--- config.mk ---
export PLATFORM = sky130hd
export DESIGN_NAME = dct_block_sequencer_flat
export DESIGN_NICKNAME = d
export VERILOG_FILES = /design/src/rtl/dct_block_sequencer_if.sv /design/src/rtl/dct_block_sequencer.sv /design/src/flat_wrapper.sv
export SDC_FILE = /design/constraint.sdc
export NUM_CORES = 2
export LEC_CHECK = 0
export CAP_MARGIN = 20
export CORE_AREA = 3 3 569 571
export DETAILED_ROUTE_END_ITERATION = 12
export DIE_AREA = 0 0 572 574
export PLACE_DENSITY = 0.42
export SETUP_SLACK_MARGIN = 0.3
export SLEW_MARGIN = 20
export SYNTH_ARGS = -nofsm -noshare
export SYNTH_HDL_FRONTEND = slang
export SYNTH_SLANG_ARGS = --single-unit
--- constraint.sdc ---
create_clock -name Clk -period 110.5 [get_ports Clk]
set_input_delay 11.05 -clock Clk [delete_from_list [all_inputs] [get_ports Clk]]
set_output_delay 11.05 -clock Clk [all_outputs]
set_load 0.05 [all_outputs]
--- src/rtl/dct_block_sequencer_if.sv ---
// Handshake and engine-side signal bundle for dct_block_sequencer.
// master is the sequencer's view; slave is the environment's view.
interface dct_block_sequencer_if #(
  parameter int unsigned CNT_W = 16
);
  logic [63:0]      in_row;
  logic             in_valid;
  logic             in_ready;

  logic [63:0]      eng_pixels_0;
  logic [63:0]      eng_pixels_1;
  logic [63:0]      eng_pixels_2;
  logic [63:0]      eng_pixels_3;
  logic [63:0]      eng_pixels_4;
  logic [63:0]      eng_pixels_5;
  logic [63:0]      eng_pixels_6;
  logic [63:0]      eng_pixels_7;
  logic             eng_start;
  logic             eng_done;
  logic [95:0]      eng_dct_0;
  logic [95:0]      eng_dct_1;
  logic [95:0]      eng_dct_2;
  logic [95:0]      eng_dct_3;
  logic [95:0]      eng_dct_4;
  logic [95:0]      eng_dct_5;
  logic [95:0]      eng_dct_6;
  logic [95:0]      eng_dct_7;

  logic [95:0]      out_row;
  logic             out_valid;
  logic             out_ready;
  logic             out_last;

  logic             busy;
  logic             timeout_err;
  logic [CNT_W-1:0] blocks_done;

  modport master (
    input  in_row, in_valid, eng_done, out_ready,
    input  eng_dct_0, eng_dct_1, eng_dct_2, eng_dct_3,
    input  eng_dct_4, eng_dct_5, eng_dct_6, eng_dct_7,
    output in_ready, eng_start, out_row, out_valid, out_last,
    output eng_pixels_0, eng_pixels_1, eng_pixels_2, eng_pixels_3,
    output eng_pixels_4, eng_pixels_5, eng_pixels_6, eng_pixels_7,
    output busy, timeout_err, blocks_done
  );

  modport slave (
    output in_row, in_valid, eng_done, out_ready,
    output eng_dct_0, eng_dct_1, eng_dct_2, eng_dct_3,
    output eng_dct_4, eng_dct_5, eng_dct_6, eng_dct_7,
    input  in_ready, eng_start, out_row, out_valid, out_last,
    input  eng_pixels_0, eng_pixels_1, eng_pixels_2, eng_pixels_3,
    input  eng_pixels_4, eng_pixels_5, eng_pixels_6, eng_pixels_7,
    input  busy, timeout_err, blocks_done
  );
endinterface

--- src/rtl/dct_block_sequencer.sv ---
// Buffers 8x8 pixel blocks for the 2-D DCT engine, runs it under a watchdog and
// drains the captured coefficient rows; input of the next block overlaps run/drain.
module dct_block_sequencer #(
  parameter int unsigned TIMEOUT = 32,
  parameter int unsigned CNT_W   = 16
) (
  input logic                   Clk,
  input logic                   Reset,
  dct_block_sequencer_if.master bus_io
);

  localparam int unsigned WdW = $clog2(TIMEOUT + 1);

  typedef enum logic [1:0] {StIdle, StLoad, StRun, StDrain} state_e;

  state_e           state_q, state_d;
  logic [3:0]       in_cnt_q, in_cnt_d;
  logic [2:0]       out_idx_q, out_idx_d;
  logic [WdW-1:0]   wd_q, wd_d;
  logic             eng_start_q, eng_start_d;
  logic             timeout_q, timeout_d;
  logic [CNT_W-1:0] blocks_q, blocks_d;
  logic [63:0]      pix_q  [8];
  logic [95:0]      obuf_q [8];
  logic [95:0]      dct_in [8];

  logic in_ready, in_acc, capture, out_valid;

  assign dct_in[0] = bus_io.eng_dct_0;
  assign dct_in[1] = bus_io.eng_dct_1;
  assign dct_in[2] = bus_io.eng_dct_2;
  assign dct_in[3] = bus_io.eng_dct_3;
  assign dct_in[4] = bus_io.eng_dct_4;
  assign dct_in[5] = bus_io.eng_dct_5;
  assign dct_in[6] = bus_io.eng_dct_6;
  assign dct_in[7] = bus_io.eng_dct_7;

  // The engine latches its pixels during LOAD, so the buffer refills from RUN onwards.
  assign in_ready  = (in_cnt_q < 4'd8) && (state_q != StLoad);
  assign in_acc    = bus_io.in_valid && in_ready;
  assign out_valid = (state_q == StDrain);

  always_comb begin
    state_d   = state_q;
    in_cnt_d  = in_cnt_q;
    out_idx_d = out_idx_q;
    wd_d      = wd_q;
    timeout_d = timeout_q;
    blocks_d  = blocks_q;
    capture   = 1'b0;

    if (in_acc) begin
      in_cnt_d = in_cnt_q + 4'd1;
    end

    unique case (state_q)
      StIdle: begin
        if (in_cnt_q == 4'd8) begin
          state_d = StLoad;
        end
      end
      StLoad: begin
        in_cnt_d = 4'd0;
        wd_d     = '0;
        state_d  = StRun;
      end
      StRun: begin
        // eng_done stays high until the next load, so it is only trusted here.
        if (bus_io.eng_done) begin
          capture   = 1'b1;
          out_idx_d = 3'd0;
          state_d   = StDrain;
        end else if (wd_q == WdW'(TIMEOUT - 1)) begin
          timeout_d = 1'b1;
          state_d   = StIdle;
        end else begin
          wd_d = wd_q + WdW'(1);
        end
      end
      StDrain: begin
        if (bus_io.out_ready) begin
          out_idx_d = out_idx_q + 3'd1;
          if (out_idx_q == 3'd7) begin
            blocks_d = blocks_q + CNT_W'(1);
            state_d  = StIdle;
          end
        end
      end
      default: state_d = StIdle;
    endcase

    eng_start_d = (state_d == StLoad);
  end

  always_ff @(posedge Clk or posedge Reset) begin
    if (Reset) begin
      state_q     <= StIdle;
      in_cnt_q    <= '0;
      out_idx_q   <= '0;
      wd_q        <= '0;
      eng_start_q <= 1'b0;
      timeout_q   <= 1'b0;
      blocks_q    <= '0;
      for (int i = 0; i < 8; i++) begin
        pix_q[i]  <= '0;
        obuf_q[i] <= '0;
      end
    end else begin
      state_q     <= state_d;
      in_cnt_q    <= in_cnt_d;
      out_idx_q   <= out_idx_d;
      wd_q        <= wd_d;
      eng_start_q <= eng_start_d;
      timeout_q   <= timeout_d;
      blocks_q    <= blocks_d;
      if (in_acc) begin
        pix_q[in_cnt_q[2:0]] <= bus_io.in_row;
      end
      if (capture) begin
        for (int i = 0; i < 8; i++) begin
          obuf_q[i] <= dct_in[i];
        end
      end
    end
  end

  assign bus_io.in_ready     = in_ready;
  assign bus_io.eng_start    = eng_start_q;
  assign bus_io.out_valid    = out_valid;
  assign bus_io.out_row      = out_valid ? obuf_q[out_idx_q] : '0;
  assign bus_io.out_last     = out_valid && (out_idx_q == 3'd7);
  assign bus_io.busy         = (state_q != StIdle) || (in_cnt_q != 4'd0);
  assign bus_io.timeout_err  = timeout_q;
  assign bus_io.blocks_done  = blocks_q;
  assign bus_io.eng_pixels_0 = pix_q[0];
  assign bus_io.eng_pixels_1 = pix_q[1];
  assign bus_io.eng_pixels_2 = pix_q[2];
  assign bus_io.eng_pixels_3 = pix_q[3];
  assign bus_io.eng_pixels_4 = pix_q[4];
  assign bus_io.eng_pixels_5 = pix_q[5];
  assign bus_io.eng_pixels_6 = pix_q[6];
  assign bus_io.eng_pixels_7 = pix_q[7];

endmodule

--- src/flat_wrapper.sv ---
// flat-port wrapper written by rule: the top's interface ports become plain ports
module dct_block_sequencer_flat 
#(
  parameter int unsigned TIMEOUT = 32,
  parameter int unsigned CNT_W   = 16
)
  (Clk, Reset, bus_io_in_row, bus_io_in_valid, bus_io_eng_done, bus_io_out_ready, bus_io_eng_dct_0, bus_io_eng_dct_1, bus_io_eng_dct_2, bus_io_eng_dct_3, bus_io_eng_dct_4, bus_io_eng_dct_5, bus_io_eng_dct_6, bus_io_eng_dct_7, bus_io_in_ready, bus_io_eng_start, bus_io_out_row, bus_io_out_valid, bus_io_out_last, bus_io_eng_pixels_0, bus_io_eng_pixels_1, bus_io_eng_pixels_2, bus_io_eng_pixels_3, bus_io_eng_pixels_4, bus_io_eng_pixels_5, bus_io_eng_pixels_6, bus_io_eng_pixels_7, bus_io_busy, bus_io_timeout_err, bus_io_blocks_done);
  dct_block_sequencer_if #(.CNT_W(CNT_W)) bus_io_i ();
  input logic Clk;
  input logic Reset;
  input wire logic [$bits(bus_io_i.in_row)-1:0] bus_io_in_row;
  input wire logic [$bits(bus_io_i.in_valid)-1:0] bus_io_in_valid;
  input wire logic [$bits(bus_io_i.eng_done)-1:0] bus_io_eng_done;
  input wire logic [$bits(bus_io_i.out_ready)-1:0] bus_io_out_ready;
  input wire logic [$bits(bus_io_i.eng_dct_0)-1:0] bus_io_eng_dct_0;
  input wire logic [$bits(bus_io_i.eng_dct_1)-1:0] bus_io_eng_dct_1;
  input wire logic [$bits(bus_io_i.eng_dct_2)-1:0] bus_io_eng_dct_2;
  input wire logic [$bits(bus_io_i.eng_dct_3)-1:0] bus_io_eng_dct_3;
  input wire logic [$bits(bus_io_i.eng_dct_4)-1:0] bus_io_eng_dct_4;
  input wire logic [$bits(bus_io_i.eng_dct_5)-1:0] bus_io_eng_dct_5;
  input wire logic [$bits(bus_io_i.eng_dct_6)-1:0] bus_io_eng_dct_6;
  input wire logic [$bits(bus_io_i.eng_dct_7)-1:0] bus_io_eng_dct_7;
  output wire logic [$bits(bus_io_i.in_ready)-1:0] bus_io_in_ready;
  output wire logic [$bits(bus_io_i.eng_start)-1:0] bus_io_eng_start;
  output wire logic [$bits(bus_io_i.out_row)-1:0] bus_io_out_row;
  output wire logic [$bits(bus_io_i.out_valid)-1:0] bus_io_out_valid;
  output wire logic [$bits(bus_io_i.out_last)-1:0] bus_io_out_last;
  output wire logic [$bits(bus_io_i.eng_pixels_0)-1:0] bus_io_eng_pixels_0;
  output wire logic [$bits(bus_io_i.eng_pixels_1)-1:0] bus_io_eng_pixels_1;
  output wire logic [$bits(bus_io_i.eng_pixels_2)-1:0] bus_io_eng_pixels_2;
  output wire logic [$bits(bus_io_i.eng_pixels_3)-1:0] bus_io_eng_pixels_3;
  output wire logic [$bits(bus_io_i.eng_pixels_4)-1:0] bus_io_eng_pixels_4;
  output wire logic [$bits(bus_io_i.eng_pixels_5)-1:0] bus_io_eng_pixels_5;
  output wire logic [$bits(bus_io_i.eng_pixels_6)-1:0] bus_io_eng_pixels_6;
  output wire logic [$bits(bus_io_i.eng_pixels_7)-1:0] bus_io_eng_pixels_7;
  output wire logic [$bits(bus_io_i.busy)-1:0] bus_io_busy;
  output wire logic [$bits(bus_io_i.timeout_err)-1:0] bus_io_timeout_err;
  output wire logic [$bits(bus_io_i.blocks_done)-1:0] bus_io_blocks_done;
  assign bus_io_i.in_row = bus_io_in_row;
  assign bus_io_i.in_valid = bus_io_in_valid;
  assign bus_io_i.eng_done = bus_io_eng_done;
  assign bus_io_i.out_ready = bus_io_out_ready;
  assign bus_io_i.eng_dct_0 = bus_io_eng_dct_0;
  assign bus_io_i.eng_dct_1 = bus_io_eng_dct_1;
  assign bus_io_i.eng_dct_2 = bus_io_eng_dct_2;
  assign bus_io_i.eng_dct_3 = bus_io_eng_dct_3;
  assign bus_io_i.eng_dct_4 = bus_io_eng_dct_4;
  assign bus_io_i.eng_dct_5 = bus_io_eng_dct_5;
  assign bus_io_i.eng_dct_6 = bus_io_eng_dct_6;
  assign bus_io_i.eng_dct_7 = bus_io_eng_dct_7;
  assign bus_io_in_ready = bus_io_i.in_ready;
  assign bus_io_eng_start = bus_io_i.eng_start;
  assign bus_io_out_row = bus_io_i.out_row;
  assign bus_io_out_valid = bus_io_i.out_valid;
  assign bus_io_out_last = bus_io_i.out_last;
  assign bus_io_eng_pixels_0 = bus_io_i.eng_pixels_0;
  assign bus_io_eng_pixels_1 = bus_io_i.eng_pixels_1;
  assign bus_io_eng_pixels_2 = bus_io_i.eng_pixels_2;
  assign bus_io_eng_pixels_3 = bus_io_i.eng_pixels_3;
  assign bus_io_eng_pixels_4 = bus_io_i.eng_pixels_4;
  assign bus_io_eng_pixels_5 = bus_io_i.eng_pixels_5;
  assign bus_io_eng_pixels_6 = bus_io_i.eng_pixels_6;
  assign bus_io_eng_pixels_7 = bus_io_i.eng_pixels_7;
  assign bus_io_busy = bus_io_i.busy;
  assign bus_io_timeout_err = bus_io_i.timeout_err;
  assign bus_io_blocks_done = bus_io_i.blocks_done;
  dct_block_sequencer #(.TIMEOUT(TIMEOUT), .CNT_W(CNT_W)) u_core (.Clk(Clk), .Reset(Reset), .bus_io(bus_io_i));
endmodule
[Yosys cells after proc, flatten, opt, wreduce, memory -nomap -nowiden]
Cells that the tools add are included.
Operators by class
  add/sub/neg operators: 4
  order comparisons: 4
  equality and inequality tests: 12
  multiplexer cells: 23
  bitwise operators: 3
  reduce and logical (&&, ||, !) cells: 15
Operators with widths (count)
  512-bit bitwise mux: 1
  96-bit binary-select mux with 3-bit select: 1
  96-bit two-way mux: 3
  64-bit demux with 3-bit select: 1
  64-bit two-way mux: 1
  16-bit by 1-bit adder with 16-bit output (second input constant): 1
  6-bit two-way mux: 2
  6-bit case mux with 2 select lines: 1
  3-bit AND reduction: 4
  2-bit two-way mux: 5
  4-bit >= comparator (second input constant): 2
  4-bit two-way mux: 2
  2-bit inequality test (second input constant): 4
  3-bit NOT with 4-bit output: 2
  2-bit case mux with 4 select lines: 1
  2-bit nonzero test: 4
  6-bit by 1-bit adder with 6-bit output (second input constant): 1
  6-bit by 5-bit == test with 1-bit output (second input constant): 1
  3-bit two-way mux: 2
  3-bit case mux with 2 select lines: 1
  4-bit by 1-bit adder with 4-bit output (second input constant): 1
  2-bit by 1-bit == test with 1-bit output (second input constant): 2
  2-bit == test (second input constant): 2
  4-bit == test (second input constant): 1
  11 further kinds: 15
Storage, ports and cells
  flip-flop bits (word level): 1313
  input bits: 837
  output and inout bits: 630
  logic and storage cells: 84

[Logic depth before layout (Yosys ltp)]
  word-level depth: 6
  gate-level depth with buffers: 8
  gate-level depth less buffers: 6

[Least setup slack after synthesis]
No wires, ideal clock.
  path type: register to output
  start: register u_core.out_idx_q[2]
  end: output port bus_io_out_row[66]
  arrival time: 2.053 ns
  required time: 99.450 ns
  setup slack: 97.397 ns
  stages on the path, launching flop included: 6
  buffers on the path: 3
  path through: dfrtp_1 -> clkbuf_1 -> buf_2 -> buf_1 -> mux2i_1 -> nor2_1
Between the ends
  longest elaborated chain between the ends: 5
RTL lines
  from (decl): line dct_block_sequencer.sv:18  | logic [2:0] out_idx_q, out_idx_d;
  from (signal assigned): line dct_block_sequencer.sv:111  | out_idx_q <= out_idx_d;
  3-bit NOT with 4-bit output (not written as such): line dct_block_sequencer.sv:130  | assign bus_io.out_row = out_valid ? obuf_q[out_idx_q] : '0;
  96-bit binary-select mux with 3-bit select: line dct_block_sequencer.sv:130
  96-bit two-way mux (not written as such) (2 in series): line dct_block_sequencer.sv:130
  96-bit two-way mux: line dct_block_sequencer.sv:130
  to (decl): line flat_wrapper.sv:25  | output wire logic [$bits(bus_io_i.out_row)-1:0] bus_io_out_row;
No other way between the ends. The select of a mux whose other input is x is not followed.

[Worst setup path after layout]
  start: register u_core.out_idx_q[0]
  end: output port bus_io_out_row[26]
The elaborated chain is that of the path after synthesis.

==> impl_metrics.csv <==
group,metric,value,unit
worst_hold_path,min-delay-start,"u_core.bus_io.timeout_err$_DFFE_PP0P_",
routing,ant_nets,0,
global_routing,antenna_found_initial,145,
routing,viasPerCell,3.89,
synthesis,ys_seq_elements,1313,
timing,fin_hold_ws,0.476,ns
floorplanning,rows,207,
status,outcome,"finished clean",
synthesis,synth_nets,4161,
synthesis,synth_area_leaders,"dfrtp_1 60%, mux2_2 24%, mux4_2 7.9%",
setup_path,r2r-start,"u_core.state_q[1]$_DFF_PP0_",
floorplanning,fp.dieW,572,µm
routing,vias,35637,
clock_tree,clk_latency,0.84,ns
floorplanning,die_area,328000,µm²
synthesis,synthMuxAreaShare,0.359,
worst_hold_path,whs_endpoint,"u_core.bus_io.timeout_err$_DFFE_PP0P_",
setup_path,worstPathRequired,99.45,ns
timing,rsz0062_at_grt,"no",
timing,fmax,0.0569,GHz
floorplanning,pin_count,1467,
setup_path,cp_data_arrival_time,6.53,ns
clock_tree,cts_tree,"done",
setup_path,regToRegEndpoint,"u_core.obuf_q[35]$_DFFE_PP0P_",
synthesis,synthFlopType,"dfrtp_1",
floorplanning,core_area,318000,µm²
setup_path,timing.reg2reg.setup_slack,104.71,ns
routing,routed_wl,241000,µm
worst_hold_path,min_path_cells,1,
placed_design,place_hpwl,187000,µm
clock_tree,postCtsHoldBufs,0,
timing,tightest_slew,1.08,ns
timing,hold_viol_final,0,
placed_design,placed_cell_area,74300,µm²
placed_design,place_congestion,0.803,
clock_tree,post_cts_buffers,0,
synthesis,syn_inst,3318,
synthesis,yosys.area_share.simple,0.0148,
setup_path,rr_worst_depth,7,
routing,drc,0,
global_routing,grt_pass1_wl,329000,µm
synthesis,synth_compound_area_frac,0.00323,
timing,clock_skew,0.0420,ns
global_routing,grt_max_degree,162,
synthesis,synth_top_family_by_area,"multiplexers",
synthesis,synth_xor_area_frac,0.00271,
global_routing,grt_pass1_vias,37928,
setup_path,cp_max_fo,39,
synthesis,synth_edf_count,0,
synthesis,yosys.cell_types.count,48,
routing,firstDrtPassIters,5,
final_layout,fillers,32864,
worst_hold_path,hold_class,"register to register",
power_and_ir_drop,powerDensity,33.9,nW/µm²
timing,setup_viol,0,
global_routing,track_usage,0.142,
power_and_ir_drop,leakagePower,32.4,nW
setup_path,endpoint_kind,"primary output",
global_routing,gr-total-overflow,0,
placed_design,port_buffers,1466,
power_and_ir_drop,vdd_drop_max,0.0174,mV
timing,fin_crit,17.58,ns
setup_path,startpoint_type,"register",
timing,slew_viol_final,0,
final_layout,design_area,79900,µm²
synthesis,ys_async_sr_fraction,1.00,
routing,drtIter0Drc,1560,
clock_tree,clock_sinks,1313,
final_layout,syn2layout_area_growth,45.4,%
synthesis,yosys_warnings,0,
clock_tree,cts_max_path_buffers,4,
synthesis,synth_top_cell_by_area,"dfrtp_1",
synthesis,synth.most_common_cell,"dfrtp_1",
synthesis,synth_top_area_frac,0.598,
clock_tree,htreeDepth,4,
timing,fin_setup_tns,0,ns
synthesis,avgSynthCellArea,16.6,µm²
timing,max_slew_margin,0.278,
floorplanning,initial_core_util,0.173,
setup_path,critPathLaunch,"u_core.out_idx_q[0]$_DFFE_PP0P_",
clock_tree,ctsResizeCount,0,
synthesis,synthAdderAreaFrac,0.00137,
setup_path,path_class,"register to primary output",
clock_tree,cts_root_buf,"clkbuf_16",
clock_tree,numCtsBuffers,168,
run,cap_viol_max_count,0,
routing,wl_per_cell,26.4,µm
synthesis,ys_seq_area_frac,0.598,
floorplanning,die-height,574,µm
timing,fin_crit_sh,0.159,
synthesis,synth_common_cells,"1,313 x dfrtp_1, 1,150 x mux2_2, 192 x mux4_2",
synthesis,synthesis.area,54900,µm²
power_and_ir_drop,finalPower,0.00271,W
final_layout,nets,5649,
clock_tree,clk_pin_slew,0.06,ns
final_layout,drive_gt1_frac,0.341,
-- critical path: stages (launching register included) --
cell	delay, ns
dfrtp_4	0.56
buf_4	0.45
buf_4	0.73
buf_4	0.69
buf_4	0.79
mux4_2	0.61
mux2i_1	0.53
nor2_1	0.30
clkdlybuf4s50_1	0.80
-- area by class of cell --
| type | count | area, µm² | share of cell area |
|---|---|---|---|
| clock inverter | 54 | 613 | 0.00767 |
| inverter | 9 | 41.3 | 0.000517 |
| tap | 4180 | 5230 | 0.0655 |
| sequential | 1313 | 32900 | 0.411 |
| antenna | 36 | 90.1 | 0.00113 |
| clock buffer | 245 | 4930 | 0.0617 |
| multi-input combinational | 1790 | 21000 | 0.262 |
| timing repair buffer | 1524 | 15200 | 0.190 |
-- registers in the layout, indices dropped and copies added (netlist names) --
register / count
u_core.bus_io.eng_pixels_6: 64
u_core.in_cnt_q: 4
u_core.wd_q: 6
u_core.obuf_q: 768
u_core.bus_io.timeout_err: 1
u_core.bus_io.eng_pixels_1: 64
u_core.bus_io.eng_pixels_5: 64
u_core.bus_io.eng_pixels_3: 64
u_core.bus_io.blocks_done: 16
u_core.bus_io.eng_pixels_4: 64
u_core.state_q: 2
u_core.bus_io.eng_pixels_7: 64
u_core.out_idx_q: 3
u_core.bus_io.eng_pixels_0: 64
u_core.bus_io.eng_start: 1
u_core.bus_io.eng_pixels_2: 64
-- worst max-delay path by stage --
stage,cells past startpoint,to,slack [ns]
3_3_place_gp,8,bus_io_out_row[26],93.15
5_1_grt,8,bus_io_out_row[26],92.08
2_1_floorplan,1,u_core.bus_io.blocks_done[0]$_DFFE_PP0P_,62.44
3_5_place_dp,8,bus_io_out_row[26],93.07
4_1_cts,8,bus_io_out_row[26],92.11
6_report,8,bus_io_out_row[26],92.92
-- layer usage --
metal / GRT usage / part of all wire
met1: 0.164 / 0.39
met2: 0.247 / 0.50
met3: 0.0565 / 0.091
met4: 0.0281 / 0.019
met5: 0 / 0.0037
-- cell families after synthesis --
logic type	after synthesis
flops	1313
xor+xnor	17
mux	1568
buf+inv	215
compound gates	25
fa+ha+maj	6
simple gates	174
-- layout by cell type, fill, tap and decap left out, drive strengths merged, types with 8 or more instances in the layout --
cell           netlist  routed
xnor2               13      13
inv                  9      13
mux2              1280    1280
mux2i               96      96
nand2               21      21
nand3                8       8
clkbuf              35     245
a21oi                8       8
diode                0      36
nor2               108     108
clkinv               0      39
buf                171      59
clkdlybuf4s50        0    1465
mux4               192     192
dfrtp             1313    1313
-- per-stage QoR --
step / cells / setup WS, ns / utilization
3_5_place_dp: 8816 / 93.07 / 0.233
6_report: 9151 / 92.92 / 0.251
4_1_cts: 9115 / 92.11 / 0.251
3_3_place_gp: 8816 / 93.15 / 0.233
5_1_grt: 9127 / 92.08 / 0.251
2_1_floorplan: 3318 / 62.44 / -
-- report_power, final --
part / internal [W] / switching, W / leakage, nW
Combinational: 0.000536 / 0.000774 / 13.5
Sequential: 0.000705 / 0.000144 / 16.2
Clock: 0.000327 / 0.000226 / 2.73
Total: 0.00157 / 0.00114 / 32.4
Power figures use the tool's default switching activity.
